===== src/rtl/serial_adder.sv =====
// Bit-serial WIDTH-bit adder: one full-adder cell plus a registered carry, LSB first,
// with valid/ready handshakes on the operand and result sides.
module serial_adder #(
  parameter int unsigned WIDTH = 8
) (
  input  logic             clk,
  input  logic             rst_n,
  input  logic             in_valid_i,
  output logic             in_ready_o,
  input  logic [WIDTH-1:0] a_i,
  input  logic [WIDTH-1:0] b_i,
  input  logic             cin_i,
  output logic             out_valid_o,
  input  logic             out_ready_i,
  output logic [WIDTH-1:0] sum_o,
  output logic             cout_o,
  output logic             ovf_o,
  output logic             busy_o
);

  localparam int unsigned CntW = (WIDTH > 1) ? $clog2(WIDTH) : 1;
  localparam logic [CntW-1:0] LastBit = CntW'(WIDTH - 1);

  typedef enum logic [1:0] {StIdle, StRun, StDone} state_e;

  state_e            state_q, state_d;
  logic [WIDTH-1:0]  a_q, a_d;
  logic [WIDTH-1:0]  b_q, b_d;
  logic [WIDTH-1:0]  sum_q, sum_d;
  logic              c_q, c_d;
  logic              cout_q, cout_d;
  logic              ovf_q, ovf_d;
  logic [CntW-1:0]   cnt_q, cnt_d;

  logic              bit_s;
  logic              bit_c;

  // The single full-adder cell shared by every bit position.
  assign bit_s = a_q[0] ^ b_q[0] ^ c_q;
  assign bit_c = (a_q[0] & b_q[0]) | (a_q[0] & c_q) | (b_q[0] & c_q);

  always_comb begin
    state_d = state_q;
    a_d     = a_q;
    b_d     = b_q;
    sum_d   = sum_q;
    c_d     = c_q;
    cout_d  = cout_q;
    ovf_d   = ovf_q;
    cnt_d   = cnt_q;

    unique case (state_q)
      StIdle: begin
        if (in_valid_i) begin
          a_d     = a_i;
          b_d     = b_i;
          c_d     = cin_i;
          cnt_d   = '0;
          state_d = StRun;
        end
      end
      StRun: begin
        sum_d            = sum_q >> 1;
        sum_d[WIDTH-1]   = bit_s;
        a_d              = a_q >> 1;
        b_d              = b_q >> 1;
        c_d              = bit_c;
        if (cnt_q == LastBit) begin
          // Counter is held on the last bit so it never wraps.
          cout_d  = bit_c;
          ovf_d   = c_q ^ bit_c;
          state_d = StDone;
        end else begin
          cnt_d = cnt_q + CntW'(1);
        end
      end
      StDone: begin
        if (out_ready_i) begin
          state_d = StIdle;
        end
      end
      default: state_d = StIdle;
    endcase
  end

  always_ff @(posedge clk or negedge rst_n) begin
    if (!rst_n) begin
      state_q <= StIdle;
      a_q     <= '0;
      b_q     <= '0;
      sum_q   <= '0;
      c_q     <= 1'b0;
      cout_q  <= 1'b0;
      ovf_q   <= 1'b0;
      cnt_q   <= '0;
    end else begin
      state_q <= state_d;
      a_q     <= a_d;
      b_q     <= b_d;
      sum_q   <= sum_d;
      c_q     <= c_d;
      cout_q  <= cout_d;
      ovf_q   <= ovf_d;
      cnt_q   <= cnt_d;
    end
  end

  assign in_ready_o  = (state_q == StIdle);
  assign out_valid_o = (state_q == StDone);
  assign busy_o      = (state_q == StRun);
  assign sum_o       = sum_q;
  assign cout_o      = cout_q;
  assign ovf_o       = ovf_q;

endmodule


===== config.mk =====
export PLATFORM = sky130hd
export DESIGN_NAME = serial_adder
export DESIGN_NICKNAME = d
export VERILOG_FILES = /design/src/rtl/serial_adder.sv
export SDC_FILE = /design/constraint.sdc
export NUM_CORES = 1
export LEC_CHECK = 0
export BUFFER_PORTS_ARGS = -buffer_cell sky130_fd_sc_hd__buf_4
export CORE_ASPECT_RATIO = 1.75
export CORE_UTILIZATION = 56
export DETAILED_ROUTE_END_ITERATION = 10
export GPL_ROUTABILITY_DRIVEN = 0
export MAX_ROUTING_LAYER = met4
export PLACE_DENSITY = 0.87
export SYNTH_ARGS = -nofsm -noshare
export SYNTH_HDL_FRONTEND = slang
export SYNTH_SLANG_ARGS = --single-unit

===== constraint.sdc =====
create_clock -name clk -period 2.51 [get_ports clk]
set_input_delay 0.1255 -clock clk [delete_from_list [all_inputs] [get_ports clk]]
set_output_delay 0.1255 -clock clk [all_outputs]
set_load 0.02 [all_outputs]

==> flow_metrics.py <==
metrics = {
    "logic_synthesis": {
        "synthDistinctLibCells": 28,
        "yosys_register_bits": 32,
        "sequential_cell_area_fraction_in_the_yosys_report_pct": 53.33,
        "syn_area_um2": 1501,
        "post_syn_area_per_cell_um2": 10.43,
        "postSynthCellCount": 144,
        "synth_fp_nets": 168,
        "synth_warnings": 0,
    },
    "place": {
        "port_buffers": 33,
        "dpl_cell_area_um2": 1704,
        "hpwlAfterDp_um": 2374,
    },
    "finish": {
        "sequential_cell_area_um2": 800.8,
        "multi_input_logic_area_um2": 606.8,
        "nFillCells": 199,
        "final_common_cell": "buf_4",
        "layout-area-overhead-vs-synth_pct": 19.33,
        "finish.net_count": 200,
        "antenna_cells": 0,
        "drive_above_1_share_pct": 27.27,
        "design_area_um2": 1792,
        "most-common-layout-cells": "buf_4, dfrtp_1, nand2_1",
    },
    "grt": {
        "wire_length_of_the_first_global_routing_pass_um": 5416,
        "grt-ovfl-total": 0,
        "antenna_found_initial": 0,
        "grtUsageTotal_pct": 27.84,
        "vias_in_the_first_global_route": 1300,
        "grt_max_degree": 33,
    },
    "clock_network": {
        "worstSkewPairLatency_ps": 280,
        "clock_tree_from_tritoncts": "done",
        "cts_max_level": 2,
        "tritoncts_num_sinks": 32,
        "cts.clk_slew.worst_paths_ps": 60,
        "post_cts_resize_count": 0,
        "cts_inserted_buffers": 5,
        "number_of_buffers_inserted_to_repair_setup_after_cts": 0,
        "cts_max_path_buffers": 2,
        "root_buffer": "clkbuf_8",
    },
    "worst_hold_path": {
        "timing.hold.worst.class": "primary input to register",
    },
    "floorplan": {
        "dieArea_um2": 2900,
        "die-width_um": 41.14,
        "floorplan.rows": 24,
        "io_pins": 34,
        "core_area_um2": 2522,
        "fp.dieH_um": 70.50,
        "start_util_pct": 59.52,
    },
    "route": {
        "detail_route.wirelength_um": 3291,
        "drt_iter0_drc": 28,
        "antenna_violating_nets_post_route": 0,
        "routedLengthMet1_um": 1232,
        "detail_route.wl_per_cell_um": 16.29,
        "route.detailed.drc": 0,
        "vias": 1236,
        "route.met3.wl_um": 163,
        "number_of_detailed_routing_iterations_run_before_antenna_repair": 4,
        "top_signal_layer_used": "met4",
        "post_drt_via_cell_ratio": 6.119,
        "met2WireLength_um": 1817,
    },
    "setup_path": {
        "arrival_ps": 1430,
        "crit_path_max_fanout": 23,
        "timing.critical_path.to_type": "output port",
        "critPathLaunchType": "register",
        "required_ps": 2380,
        "worstSetupPathType": "register to output port",
    },
    "sta": {
        "highest_attainable_clock_frequency_mhz": 642.5,
        "hold-worst-slack_ps": 29.62,
        "fin_crit_sh_pct": 62.01,
        "timing.setup.tns_ps": 0,
        "tightest_slew_ps": 500.6,
        "report.final.hold_viol_count": 0,
        "grt_setup_unrepaired": "no",
        "report.final.setup_viol": 0,
        "finClkSkew_ps": 2.066,
        "max-slew-margin-rel_pct": 66.59,
        "period_minus_slack_ps": 1556,
        "drv_slew": 0,
    },
    "pwr": {
        "power_leakage_nw": 0.8343,
        "powerDensity_nw_per_um2": 1279,
        "report.power.total_w": 0.002291,
        "largest_voltage_drop_on_the_vdd_net_v": 0.0008110,
    },
    "job": {
        "max_cap_viol_count": 0,
    },
    "outcome": {
        "status": "completed",
    },
}
area by class of cell:
type,instances,share of cell area (%)
clock buffers,6,4.050
clock inverters,1,0.2793
inverters,3,0.9078
multi-input cells,100,33.87
flip-flops and latches,32,44.69
well taps,26,1.816
repair buffers,34,14.39
cell usage after synthesis:
cell | number | area share (%)
nor3_1 | 1 | 0.33
nor2b_1 | 1 | 0.42
a2bb2oi_1 | 1 | 0.58
nor2_1 | 5 | 1.3
buf_4 | 3 | 1.5
nand2b_4 | 2 | 1.8
buf_6 | 4 | 3.0
buf_2 | 2 | 0.67
or2_1 | 1 | 0.42
o21ai_0 | 4 | 1.3
a21oi_1 | 14 | 4.7
dfrtp_1 | 32 | 53
fa_1 | 1 | 1.3
xor2_1 | 1 | 0.58
ha_1 | 2 | 1.7
inv_2 | 1 | 0.25
mux2_2 | 2 | 1.5
a22oi_1 | 2 | 1.0
o22ai_1 | 25 | 10
o221a_2 | 2 | 1.5
o31ai_1 | 1 | 0.50
inv_6 | 1 | 0.58
nand3b_1 | 2 | 1.0
inv_1 | 1 | 0.25
o2bb2ai_1 | 3 | 1.8
nand2_1 | 27 | 6.8
nand2_4 | 1 | 0.75
nand2b_1 | 2 | 0.83
power by group:
part	leakage, nW	internal, W	switching (W)	total (W)
clock	0.0410	0.000188	0.000177	0.000365
combinational	0.411	0.000422	0.000539	0.000961
sequential	0.382	0.000751	0.000213	0.000965
path summary, 6_finish.rpt:
| kind | from | endpoint | slack, ps | cells past startpoint |
|---|---|---|---|---|
| worst max-delay path | state_q[1]$_DFFE_PN0P_ | busy_o | 950 | 3 |
| worst min-delay path | out_ready_i | state_q[1]$_DFFE_PN0P_ | 30 | 2 |
| worst max register to register | state_q[1]$_DFFE_PN0P_ | ovf_o$_DFFE_PN0P_ | 990 | 4 |
| worst min register to register | sum_o[5]$_DFFE_PN0N_ | sum_o[5]$_DFFE_PN0N_ | 510 | 2 |
| max in group asynchronous | rst_n | c_q$_DFFE_PN0P_ | 1920 | 2 |
| min in group asynchronous | rst_n | b_q[3]$_DFFE_PN0P_ | 310 | 2 |
critical path, cell delays in order (launching register included):
cell	delay, ps
dfrtp_1	520
nand2b_4	370
inv_6	90
buf_4	170
per-layer routing:
metal  up-vias  GRT usage, %
li1        589             -
met3        10         8.889
met1       597         29.28
met4         0         11.47
met2        40         44.97
met5         -             -
sequential cells by signal (all words and copies together), names as in the netlist:
register	cells
state_q	2
a_q	8
c_q	1
cnt_q	3
cout_o	1
sum_o	8
b_q	8
ovf_o	1
what timing repair did:
action | CTS | global route
hold buffers | 1 | 0
endpoints found under the setup margin | 0 | 0
hold endpoints to repair | 32 | 0
kinds of logic (layout without fill, tap and decap cells):
group | count (synthesis) | after routing | synth area share, %
mux | 2 | 2 | 1.500
xor+xnor | 1 | 1 | 0.5834
compound gates | 52 | 52 | 21.75
flops | 32 | 32 | 53.33
simple gates | 42 | 42 | 13.58
fa+ha+maj | 3 | 3 | 3.000
buf+inv | 12 | 44 | 6.249
through the flow:
step           utilization, %  cells  setup WS (ps)
6_report                71.03    202          953.7
5_1_grt                 71.03    202          861.1
4_1_cts                 71.03    202          955.7
3_5_place_dp            67.56    194          999.0
3_3_place_gp            67.56    194           1055
2_1_floorplan               -    144           1123
Note: power is estimated with default switching activity, not from simulation.
